`src/rtl/fb_write_scheduler.sv`:
```
// fb_write_scheduler: owns the single framebuffer write port. It round-robins the mouse (M)
// and text (T) pixel writers and can take the port exclusively to sweep a full-screen clear.
module fb_write_scheduler #(
  parameter int unsigned FB_WIDTH  = 640,
  parameter int unsigned FB_HEIGHT = 480,
  parameter int unsigned ADDR_W    = 19
) (
  input  logic              clk,
  input  logic              rst,
  input  logic              clear_start,
  input  logic              clear_value,
  output logic              clear_busy,
  input  logic              m_valid,
  input  logic [ADDR_W-1:0] m_addr,
  input  logic              m_data,
  output logic              m_ready,
  input  logic              t_valid,
  input  logic [ADDR_W-1:0] t_addr,
  input  logic              t_data,
  output logic              t_ready,
  output logic              wr_en,
  output logic [ADDR_W-1:0] wr_addr,
  output logic              wr_data,
  output logic [7:0]        oob_count,
  output logic              dbg_state
);

  localparam logic [ADDR_W:0]   PIX_CNT   = (ADDR_W+1)'(FB_WIDTH * FB_HEIGHT);
  localparam logic [ADDR_W-1:0] LAST_ADDR = ADDR_W'(FB_WIDTH * FB_HEIGHT - 1);

  typedef enum logic {ST_ARB = 1'b0, ST_CLEAR = 1'b1} state_e;

  state_e            state_q;
  logic              last_grant_t_q;
  logic              wr_en_q;
  logic [ADDR_W-1:0] wr_addr_q;
  logic              wr_data_q;
  logic [7:0]        oob_count_q;

  logic              accept;
  logic              sel_in_range;
  logic [ADDR_W-1:0] sel_addr;
  logic              sel_data;

  // Handshake: a write transfers on a rising edge where valid && ready. Ready depends only on
  // state, clear_start, both valids and last_grant, never on the requester's addr/data.
  always_comb begin
    m_ready = 1'b0;
    t_ready = 1'b0;
    if (state_q == ST_ARB && !clear_start) begin
      if (m_valid && t_valid) begin
        m_ready = last_grant_t_q;
        t_ready = !last_grant_t_q;
      end else begin
        m_ready = m_valid;
        t_ready = t_valid;
      end
    end
  end

  assign accept       = m_ready | t_ready;
  assign sel_addr     = t_ready ? t_addr : m_addr;
  assign sel_data     = t_ready ? t_data : m_data;
  assign sel_in_range = ({1'b0, sel_addr} < PIX_CNT);

  // In CLEAR, wr_addr_q doubles as the sweep counter and wr_data_q holds the latched clear value.
  always_ff @(posedge clk) begin
    if (rst) begin
      state_q        <= ST_ARB;
      last_grant_t_q <= 1'b1;
      wr_en_q        <= 1'b0;
      wr_addr_q      <= '0;
      wr_data_q      <= 1'b0;
      oob_count_q    <= 8'd0;
    end else begin
      case (state_q)
        ST_ARB: begin
          if (clear_start) begin
            state_q   <= ST_CLEAR;
            wr_en_q   <= 1'b1;
            wr_addr_q <= '0;
            wr_data_q <= clear_value;
          end else if (accept) begin
            if (m_valid && t_valid) last_grant_t_q <= t_ready;
            if (sel_in_range) begin
              wr_en_q   <= 1'b1;
              wr_addr_q <= sel_addr;
              wr_data_q <= sel_data;
            end else begin
              wr_en_q <= 1'b0;
              if (oob_count_q != 8'hFF) oob_count_q <= oob_count_q + 8'd1;
            end
          end else begin
            wr_en_q <= 1'b0;
          end
        end
        ST_CLEAR: begin
          if (wr_addr_q == LAST_ADDR) begin
            state_q <= ST_ARB;
            wr_en_q <= 1'b0;
          end else begin
            wr_en_q   <= 1'b1;
            wr_addr_q <= wr_addr_q + 1'b1;
          end
        end
        default: state_q <= ST_ARB;
      endcase
    end
  end

  assign clear_busy = (state_q == ST_CLEAR);
  assign wr_en      = wr_en_q;
  assign wr_addr    = wr_addr_q;
  assign wr_data    = wr_data_q;
  assign oob_count  = oob_count_q;
  assign dbg_state  = state_q;

endmodule

```
`config.mk`:
```
export PLATFORM = sky130hd
export DESIGN_NAME = fb_write_scheduler
export DESIGN_NICKNAME = d
export VERILOG_FILES = /design/src/rtl/fb_write_scheduler.sv
export SDC_FILE = /design/constraint.sdc
export NUM_CORES = 1
export LEC_CHECK = 0
export BUFFER_PORTS_ARGS = -buffer_cell sky130_fd_sc_hd__buf_2
export CAP_MARGIN = 20
export CORE_AREA = 2 2 72 74
export CTS_BUF_LIST = sky130_fd_sc_hd__clkbuf_8
export CTS_CLUSTER_DIAMETER = 120
export DETAILED_ROUTE_END_ITERATION = 10
export DIE_AREA = 0 0 74 76
export PLACE_DENSITY = 0.83
export SYNTH_ARGS = -nofsm -noshare
export SYNTH_HDL_FRONTEND = slang
export SYNTH_SLANG_ARGS = --single-unit
```
`constraint.sdc`:
```
create_clock -name clk -period 2.1 [get_ports clk]
set_clock_uncertainty 0.2 [all_clocks]
set_input_delay 0.42 -clock clk [delete_from_list [all_inputs] [get_ports clk]]
set_output_delay 0.42 -clock clk [all_outputs]
set_load 0.02 [all_outputs]
```
==> key figures, run 1 <==
Place
  – Area after DPL: 0.00285 sq mm
  – HPWL after DPL: 5.24 mm
  – # port buffers: 78
  – Final weighted congestion of routability-driven global placement: 0.903
  – Instance count after placement with tap cells included: 433

Synthesis
  – Count of state elements after synthesis: 31
  – Share of Yosys cell area claimed by the top area cell type: 28.8%
  – Gate count after technology mapping: 267
  – Post-synth ARST share: 0%
  – Post-synth EDFFs: 0
  – Sequential element share of the synthesized area: 28.8%
  – Mapped Area: 0.00216 sq mm
  – Top cells by count, synth: sky130_fd_sc_hd__dfxtp_1, sky130_fd_sc_hd__nand2_1, sky130_fd_sc_hd__nor2_1, sky130_fd_sc_hd__o21ai_0
  – Net count of the mapped netlist: 315
  – Synth area leaders: sky130_fd_sc_hd__dfxtp_1, sky130_fd_sc_hd__mux2i_1, sky130_fd_sc_hd__nand2_1
  – Number of distinct library cells after synthesis: 56
  – Post-synth top area cell: sky130_fd_sc_hd__dfxtp_1
  – Most common cell in the synthesized netlist: sky130_fd_sc_hd__dfxtp_1
  – Synthesis warning total: 0
  – Most frequently used flop master after synthesis: sky130_fd_sc_hd__dfxtp_1
  – Mean instance size in the synthesized netlist: 8.07 sq um

Clock network
  – Total clock buffers created by CTS: 5
  – Clk buf depth: 2
  – Insertion delay of the later-clocked pin in the worst-skew pair: 0.29 ns
  – Htree depth: 2
  – TritonCTS clock tree: yes
  – Clock-pin slew reported for the worst setup and hold paths after clock tree synthesis: 0.07 ns
  – Clock sink total: 31
  – CTS Root Buffer Type: sky130_fd_sc_hd__clkbuf_8
  – Number of hold buffers added after cts: 0

GRT
  – Pin count of the biggest net entering global routing: 23
  – Total routing usage reported by global routing: 25.9%
  – First-pass GRT wire length: 11.5 mm
  – Total congestion overflow after global routing: 0
  – Initial antenna violation count: 0
  – Vias in the first global route: 2430

Floorplan
  – Width of the die: 74 um
  – Starting Density: 43.9%
  – Ports: 79
  – Height of the die: 76 um
  – Total core area: 0.00491 sq mm
  – Placement Rows: 26
  – Total Die Area: 0.00562 sq mm

Drt
  – Wire length per cell after detailed routing: 16.7 um
  – Remaining antenna violation count: 0
  – Drt total wl: 7.38 mm
  – First-pass iteration count of the detailed router: 5
  – DR iter-0 viols: 279
  – Via-to-Cell Ratio: 5.97
  – Number of remaining DRC errors: 0
  – Overall via count from detail_route: 2638

Pwr
  – Leakage Power: 1.35 nW
  – Highest ir drop seen on vdd: 0.000236 V
  – Total power: 1.61 mW
  – Total power density per cell area: 528 mW/mm^2

Cells and area
  – Antenna cell count: 0
  – Post-route core utilization: 62.1%
  – Final cell count without fillers: 442
  – Layout net count: 420
  – Share of layout cells above drive strength 1: 42.5%
  – Post-Layout Inst Area: 0.00305 sq mm
  – Layout-stage area growth over the synthesis result: 41.6%

Hold path
  – Hold Crit Endpoint: wr_data
  – Startpoint of the lowest-slack hold path: wr_data
  – Type of the tightest min-delay check: register to register
  – Worst hold path stage count: 2

Run status
  – Status: completed

Timing
  – Post-route fraction of the period consumed by the critical path: 98.8%
  – Hold Fails Final Rpt: 0
  – Unrepaired setup endpoints after global routing: true
  – Count of pins over their slew limit: 0
  – Total setup violations reported at the end of the flow: 0
  – Slew of the pin with the lowest slew margin: 0.402 ns
  – Relative max-transition margin: 73.2%
  – Tmin final: 2.07 ns
  – Hold WS: 0.259 ns
  – Highest achievable clock rate: 482 MHz

Critical path
  – FF-to-FF End: wr_addr[15]
  – Sort of element at the start of the critical path: register
  – Kind of cell with the highest combined delay on the critical path: compound AO/OA/AOI/OAI gates
  – Worst flop-to-flop path startpoint: wr_addr[10]
  – Setup Crit Path Kind: register to register
  – Worst EP required: 2.08 ns
  – R2R cell count: 6
  – Highest cell delay on the worst timing path: 0.40 ns
  – Sum of buffers and inverters on the critical path: 1
  – Worst-path maximum fanout: 10
  – Cell with the largest stage delay on the worst path: sky130_fd_sc_hd__or3_4
  – Crit-path cells: nand4_4 -> or3_4 -> o31ai_4 -> buf_6 -> a21boi_0 -> o221a_2
  – Crit path capture type: register
  – Origin of the worst setup path: wr_addr[10]
  – R2r setup slk: 0.03 ns
  – Data arrival time of the worst path: 2.06 ns

Flow run
  – Max-capacitance violation count: 0
[cells by family after synthesis]
| family | Yosys count | share of synthesized area, % |
|---|---|---|
| mux | 20 | 9.58 |
| xor+xnor | 1 | 0.406 |
| fa+ha+maj | 2 | 1.16 |
| compound gates | 94 | 32.1 |
| simple gates | 87 | 21.1 |
| flops | 31 | 28.8 |
| buf+inv | 32 | 6.85 |
[area by class of cell]
type / count / area (sq um)
clock inverter: 1 / 5.00
multi-input combinational: 204 / 1490
sequential: 31 / 629
inverter: 15 / 56.3
clock buffer: 6 / 82.6
fill: 422 / 1860
tap: 70 / 87.6
timing repair buffer: 115 / 704
[report_power, final]
| group | switching [mW] | internal [mW] |
|---|---|---|
| Clock | 0.231 | 0.257 |
| Combinational | 0.268 | 0.209 |
| Sequential | 0.0274 | 0.619 |
| Total | 0.526 | 1.08 |
[layer usage]
metal	global-route usage (%)	routed length, um	vias to the layer above
li1	-	-	1247
met1	32.5	2860	1211
met2	42.4	3690	153
met3	4.50	570	27
met4	11.8	269	0
met5	0	0	-
[registers in the layout, indices dropped and copies added, names as in the netlist]
name and cells:
wr_addr 19, wr_data 1, oob_count 8, last_grant_t_q 1, clear_busy 1, wr_en 1
[placed cells by master, fill, tap and decap left out, drive strengths merged, types with 4 or more instances in the layout]
cell	n
a21oi	15
mux2	5
nand3	13
nor2b	5
or4	4
a211oi	6
o32a	5
o21ai	18
o31ai	4
nor4	4
o32ai	9
buf	115
nand2	22
nor2	17
o22ai	7
clkbuf	6
dfxtp	31
inv	14
nor3	7
a221oi	5
mux2i	15
[worst max-delay path by stage]
stage          depth (start not counted)  slack (ns)           end
2_1_floorplan                          7      -0.004  oob_count[2]
3_3_place_gp                           7       -0.11  oob_count[3]
3_5_place_dp                           7       -0.16    wr_addr[6]
4_1_cts                                5      -0.007  oob_count[7]
5_1_grt                                6       -0.02   wr_addr[18]
6_report                               6        0.03   wr_addr[15]
[tightest hold or removal path: stages, from the launching register on]
cell	delay (ns)
sky130_fd_sc_hd__dfxtp_1	0.31
sky130_fd_sc_hd__nand2_1	0.05
sky130_fd_sc_hd__a21oi_1	0.05
[per-stage QoR]
step | setup slack (ns) | TNS [ns]
floorplan | -0.00352 | -0.00352
global placement | -0.107 | -1.05
detailed placement | -0.157 | -2.53
CTS | -0.00748 | -0.00895
global route | -0.0209 | -0.0290
finish | 0.0254 | 0
[what timing repair did]
action	4_1_cts	5_1_grt
setup endpoints to repair	10	26
resized for setup	8	15
buffers inserted	0	2
pin swaps	0	4
No activity file was read; power rests on OpenSTA's default activity.
==> run 2: changes to the inputs <==
--- a/config.mk
+++ b/config.mk
@@ -11,3 +11,3 @@
 export CTS_BUF_LIST = sky130_fd_sc_hd__clkbuf_8
-export CTS_CLUSTER_DIAMETER = 120
+export CTS_CLUSTER_DIAMETER = 100
 export DETAILED_ROUTE_END_ITERATION = 10
--- a/constraint.sdc
+++ b/constraint.sdc
@@ -4,2 +4,2 @@
 set_output_delay 0.42 -clock clk [all_outputs]
-set_load 0.02 [all_outputs]
+set_load 0.05 [all_outputs]
==> run 2 against run 1 <==
Cell count decreased by 0.68%. Final area is 1.1% higher. Register-to-register slack improved by 0.04 ns. Wire length decreased by 4.5%. Worst hold slack better by 0.0079 ns. Clock power rose by 16%. Via count increased by 0.72%. Die area unchanged. Count of clock-buffer cells in the layout down 1. Critical path depth grew 1. Sequential share of layout area is 0.98 points higher. Critical path type unchanged. Critical endpoint unchanged. Largest cell class unchanged.
==> key figures, run 2 (synthesis results as in run 1) <==
Critical path
  – FF-to-FF End: wr_addr[15]
  – R2r setup slk: 0.06 ns
  – R2R cell count: 7
  – Origin of the worst setup path: wr_addr[1]
  – Critical Path Sink: wr_addr[15]
  – Worst EP required: 2.08 ns
  – Worst-path maximum fanout: 7
  – Worst flop-to-flop path startpoint: wr_addr[1]
  – Crit path capture type: register
  – Sort of element at the start of the critical path: register
  – Data arrival time of the worst path: 2.02 ns
  – Setup Crit Path Kind: register to register

Timing
  – Tmin final: 2.04 ns
  – Slew of the pin with the lowest slew margin: 0.476 ns
  – Post-route fraction of the period consumed by the critical path: 97.0%
  – Hold WS: 0.267 ns
  – Total setup violations reported at the end of the flow: 0
  – Hold Fails Final Rpt: 0
  – Unrepaired setup endpoints after global routing: true
  – Count of pins over their slew limit: 0
  – Highest achievable clock rate: 491 MHz
  – Relative max-transition margin: 68.1%

Pwr
  – Highest ir drop seen on vdd: 0.000393 V
  – Cell internal power dissipation: 1.16 mW
  – Switching Fraction: 33.4%
  – Power share of the clock group: 32.6%
  – Total power density per cell area: 564 mW/mm^2
  – Sequential power share: 37.2%
  – Switching pwr: 0.580 mW
  – Total power: 1.74 mW
  – Leakage Power: 1.35 nW
  – Portion of total power attributed to combinational logic: 30.1%

GRT
  – Global routing usage on met1: 28.7%
  – First-pass GRT wire length: 11.0 mm
  – Pin count of the biggest net entering global routing: 22
  – Met3 demand-to-capacity share in global routing: 5.82%
  – Initial antenna violation count: 0
  – Total congestion overflow after global routing: 0
  – Layer with the highest usage after global routing: met2
  – Vias in the first global route: 2492
  – Total routing usage reported by global routing: 24.4%
  – Met2 layer usage reported by global route: 41.7%

Drt
  – Number of remaining DRC errors: 0
  – Overall via count from detail_route: 2657
  – Remaining antenna violation count: 0
  – First-pass iteration count of the detailed router: 5
  – Wire length per cell after detailed routing: 16.1 um
  – Drt total wl: 7.06 mm
  – DR iter-0 viols: 224
  – Via-to-Cell Ratio: 6.05

Place
  – # port buffers: 78
  – Final weighted congestion of routability-driven global placement: 0.935
  – HPWL after DPL: 5.03 mm

Clock network
  – CTS Root Buffer Type: sky130_fd_sc_hd__clkbuf_8
  – Clock sink total: 31
  – Total clock buffers created by CTS: 5
  – Htree depth: 2
  – Number of hold buffers added after cts: 0
  – Clock-pin slew reported for the worst setup and hold paths after clock tree synthesis: 0.07 ns
  – Number of buffers inserted by post-CTS setup repair: 0
  – Clk buf depth: 2
  – TritonCTS clock tree: yes
  – Insertion delay of the later-clocked pin in the worst-skew pair: 0.29 ns

Floorplan
  – Total core area: 0.00491 sq mm
  – Total Die Area: 0.00562 sq mm
  – Starting Density: 43.9%
  – Width of the die: 74 um
  – Height of the die: 76 um
  – Ports: 79
  – Placement Rows: 26

Flow run
  – Max-capacitance violation count: 0

Cells and area
  – Layout net count: 417
  – Register cell area after layout: 667 sq um
  – Share of layout cells above drive strength 1: 46.9%
  – Multi-input gate area: 0.00151 sq mm
  – Count of fill cells added during filler insertion: 410
  – Leading cell type in the layout, fill and taps excluded: sky130_fd_sc_hd__buf_2
  – Top library cells by usage in the layout, fill and taps aside: sky130_fd_sc_hd__buf_2, sky130_fd_sc_hd__buf_4, sky130_fd_sc_hd__nand2_1
  – Antenna cell count: 0
  – Max reg flops: 19
  – Layout-stage area growth over the synthesis result: 43.2%

Run status
  – Status: completed

Hold path
  – Type of the tightest min-delay check: register to register
## run 2: cell types whose count changed in the layout (fill, tap and decap cells not counted), sizes merged
cell    before  now
bufinv       0    1
clkinv       2    1
clkbuf       6    5
buf        115  112
inv         14   15
## run 2: power by group through the flow
stage | Sequential (mW) | Combinational, mW | Clock (mW)
final | 0.648 | 0.525 | 0.568
after global routing | 0.653 | 0.558 | 0.593
after CTS | 0.645 | 0.508 | 0.570
after detailed placement | 0.657 | 0.504 | 0
after global placement | 0.656 | 0.496 | 0
after floorplan | 0.755 | 0.220 | 0
## run 2: timing repair
action / in CTS / in global routing
endpoints found under the hold margin: 0 / 0
pin swaps: 0 / 3
endpoints found under the setup margin: 5 / 28
resized for setup: 3 / 19
## run 2: area by class of cell
cell class	count	share of cell area [%]
multi-input cells	204	48.9
flip-flops and latches	31	21.6
repair buffers	112	21.5
well taps	70	2.84
clock buffers	5	2.23
inverters	15	1.82
clock inverters	2	1.09
## run 2: through the flow
| stage | cells | utilization (%) | setup TNS, ns | setup WS [ns] | cell area, sq um |
|---|---|---|---|---|---|
| 3_5_place_dp | 432 | 58.6 | -2.02 | -0.154 | 2880 |
| 5_1_grt | 439 | 62.9 | -0.0311 | -0.0165 | 3090 |
| 6_report | 439 | 62.9 | 0 | 0.0628 | 3090 |
| 2_1_floorplan | 267 | - | -0.0275 | -0.0137 | 2220 |
| 4_1_cts | 439 | 60.9 | -0.0211 | -0.0118 | 2990 |
| 3_3_place_gp | 432 | 58.6 | -0.622 | -0.0861 | 2880 |
## run 2: how the worst min path moves through the flow
stage,startpoint,endpoint,cells after the start
after global routing,wr_data,wr_data,2
after global placement,wr_data,wr_data,2
after detailed placement,wr_data,wr_data,2
after floorplan,last_grant_t_q,last_grant_t_q,2
after CTS,wr_data,wr_data,2
final,wr_data,wr_data,2
## run 2: layer usage
metal	vias to the layer above	routed length [um]	share of wire, %
met2	178	3510	50
met3	21	684	9.7
met5	-	0	0
met1	1215	2700	38
li1	1243	-	-
met4	0	154	2.2
## run 2: critical path, stage by stage (launching register included)
cell and delay [ns]:
sky130_fd_sc_hd__dfxtp_4 0.35, sky130_fd_sc_hd__ha_2 0.20, sky130_fd_sc_hd__and3_1 0.19, sky130_fd_sc_hd__nand2_1 0.12, sky130_fd_sc_hd__o31ai_2 0.32, sky130_fd_sc_hd__buf_4 0.21
sky130_fd_sc_hd__a21boi_0 0.09, sky130_fd_sc_hd__o221a_2 0.25
==> run 3: changes to the inputs <==
Settings changed: CELL_PAD_IN_SITES_DETAIL_PLACEMENT set to 0, CELL_PAD_IN_SITES_GLOBAL_PLACEMENT set to 2, CORE_AREA 2 2 72 74 to 2 2 95 97, DIE_AREA 0 0 74 76 to 0 0 97 99, PLACE_DENSITY 0.83 to 0.84, REMOVE_ABC_BUFFERS set to 1.
==> run 3 against run 2 <==
Cell count up 15%. Non-clock buffer count up 27. Setup slack better by 0.0057 ns. Critical path type unchanged. Critical endpoint is now wr_addr[6]. Largest power group unchanged.
==> key figures, run 3 (synthesis results as in run 1) <==
Place
  – Instance count after placement with tap cells included: 494
  – Final weighted congestion of routability-driven global placement: 0.864
  – HPWL after DPL: 6.01 mm
  – # port buffers: 78
  – Area after DPL: 0.00303 sq mm

Floorplan
  – Starting Density: 25.2%
  – Placement Rows: 34
  – Width of the die: 97 um
  – Total core area: 0.00855 sq mm
  – Height of the die: 99 um
  – Total Die Area: 0.00960 sq mm
  – Ports: 79

Timing
  – Relative max-transition margin: 74.4%
  – Post-route fraction of the period consumed by the critical path: 96.7%
  – Highest achievable clock rate: 492 MHz
  – Tmin final: 2.03 ns
  – Count of pins over their slew limit: 0
  – Hold Fails Final Rpt: 0
  – Unrepaired setup endpoints after global routing: true
  – Slew of the pin with the lowest slew margin: 0.381 ns
  – Total setup violations reported at the end of the flow: 0

Cells and area
  – Layout net count: 444
  – Max reg flops: 19
  – Top library cells by usage in the layout, fill and taps aside: sky130_fd_sc_hd__buf_2, sky130_fd_sc_hd__buf_4, sky130_fd_sc_hd__dfxtp_1
  – Share of layout cells above drive strength 1: 46.1%
  – Leading cell type in the layout, fill and taps excluded: sky130_fd_sc_hd__buf_2
  – Post-Layout Inst Area: 0.00331 sq mm
  – Final cell count without fillers: 505
  – Antenna cell count: 0
  – Layout-stage area growth over the synthesis result: 53.6%

GRT
  – Total routing usage reported by global routing: 16.4%
  – First-pass GRT wire length: 13.0 mm
  – Total congestion overflow after global routing: 0
  – Vias in the first global route: 2664
  – Initial antenna violation count: 0
  – Pin count of the biggest net entering global routing: 23

Critical path
  – Sort of element at the start of the critical path: register
  – Worst-path maximum fanout: 6
  – Worst EP required: 2.14 ns
  – Setup Crit Path Kind: register to register
  – Data arrival time of the worst path: 2.07 ns
  – Crit path capture type: register

Pwr
  – Portion of total power attributed to combinational logic: 31.0%
  – Cell internal power dissipation: 1.23 mW
  – Total power density per cell area: 556 mW/mm^2
  – Power share of the clock group: 34.2%
  – Switching pwr: 0.612 mW
  – Highest ir drop seen on vdd: 0.000228 V
  – Switching Fraction: 33.2%
  – Sequential power share: 34.9%
  – Leakage Power: 1.46 nW

Clock network
  – CTS Root Buffer Type: sky130_fd_sc_hd__clkbuf_8
  – TritonCTS clock tree: yes
  – Clock sink total: 31
  – Insertion delay of the later-clocked pin in the worst-skew pair: 0.29 ns
  – Clock-pin slew reported for the worst setup and hold paths after clock tree synthesis: 0.08 ns
  – Number of hold buffers added after cts: 0
  – Clk buf depth: 2
  – Htree depth: 2
  – Total clock buffers created by CTS: 5

Drt
  – Drt total wl: 8.08 mm
  – Wire length per cell after detailed routing: 16.0 um
  – Number of remaining DRC errors: 0
  – Via-to-Cell Ratio: 5.19
  – Overall via count from detail_route: 2622
  – First-pass iteration count of the detailed router: 4
  – Remaining antenna violation count: 0
  – DR iter-0 viols: 148

Hold path
  – Type of the tightest min-delay check: register to register

Run status
  – Status: completed

Flow run
  – Max-capacitance violation count: 0
-- run 3: changes by cell type in the layout (fill, tap and decap cells not counted), sizes merged --
| cell | previous run | this run |
|---|---|---|
| clkbuf | 5 | 6 |
| inv | 15 | 14 |
| buf | 112 | 139 |
| clkinv | 1 | 2 |
-- run 3: worst paths after layout --
check / slack (ns) / from / endpoint / cells after the start
worst max-delay path: 0.07 / wr_addr[9] / wr_addr[6] / 6
worst min-delay path: 0.25 / wr_data / wr_data / 2
worst max register to register: 0.07 / wr_addr[9] / wr_addr[6] / 6
worst min register to register: 0.25 / wr_data / wr_data / 2
-- run 3: critical path: stages (launching register included) --
cell and delay (ns):
sky130_fd_sc_hd__dfxtp_2 0.36, sky130_fd_sc_hd__nand4_4 0.14, sky130_fd_sc_hd__or3_4 0.39, sky130_fd_sc_hd__buf_4 0.15, sky130_fd_sc_hd__nor3_1 0.34, sky130_fd_sc_hd__o211a_1 0.22, sky130_fd_sc_hd__o221a_2 0.17
-- run 3: cell type report --
class | instances | area [sq um]
tap | 108 | 135
inverter | 15 | 56.3
fill | 931 | 5240
timing repair buffer | 139 | 881
clock inverter | 2 | 35.0
multi-input combinational | 204 | 1490
sequential | 31 | 627
clock buffer | 6 | 82.6
-- run 3: power groups by stage --
stage / logic, mW / registers (mW) / clock network [mW]
finish: 0.570 / 0.642 / 0.629
global route: 0.614 / 0.645 / 0.665
CTS: 0.553 / 0.638 / 0.646
detailed placement: 0.540 / 0.651 / 0
global placement: 0.533 / 0.651 / 0
floorplan: 0.181 / 0.763 / 0
-- run 3: what timing repair did --
| item | 4_1_cts | 5_1_grt |
|---|---|---|
| resized for setup | 8 | 25 |
| buffers inserted | 2 | 1 |
| gates cloned | 0 | 0 |
| setup endpoints to repair | 10 | 27 |
| pin swaps | 0 | 2 |
-- run 3: per-layer routing --
layer / GRT usage [%] / vias to the layer above / part of all wire [%] / wire, um
met5: 0 / - / 0 / 0
met4: 3.14 / 0 / 0.42 / 34
met3: 4.18 / 4 / 6.6 / 533
met2: 29.2 / 82 / 50 / 4030
met1: 20.2 / 1241 / 43 / 3480
li1: - / 1295 / - / -
-- run 3: through the flow --
stage / utilization (%) / hold slack [ns] / total power, mW / setup WS, ns / setup TNS (ns)
finish: 38.7 / 0.254 / 1.84 / 0.0685 / 0
global route: 38.7 / 0.291 / 1.92 / -0.0453 / -0.138
CTS: 37.4 / 0.260 / 1.84 / 0.000870 / 0
detailed placement: 35.4 / 0.248 / 1.19 / -0.191 / -2.45
global placement: 35.4 / 0.246 / 1.18 / -0.119 / -1.04
floorplan: - / 0.289 / 0.944 / -0.821 / -17.90
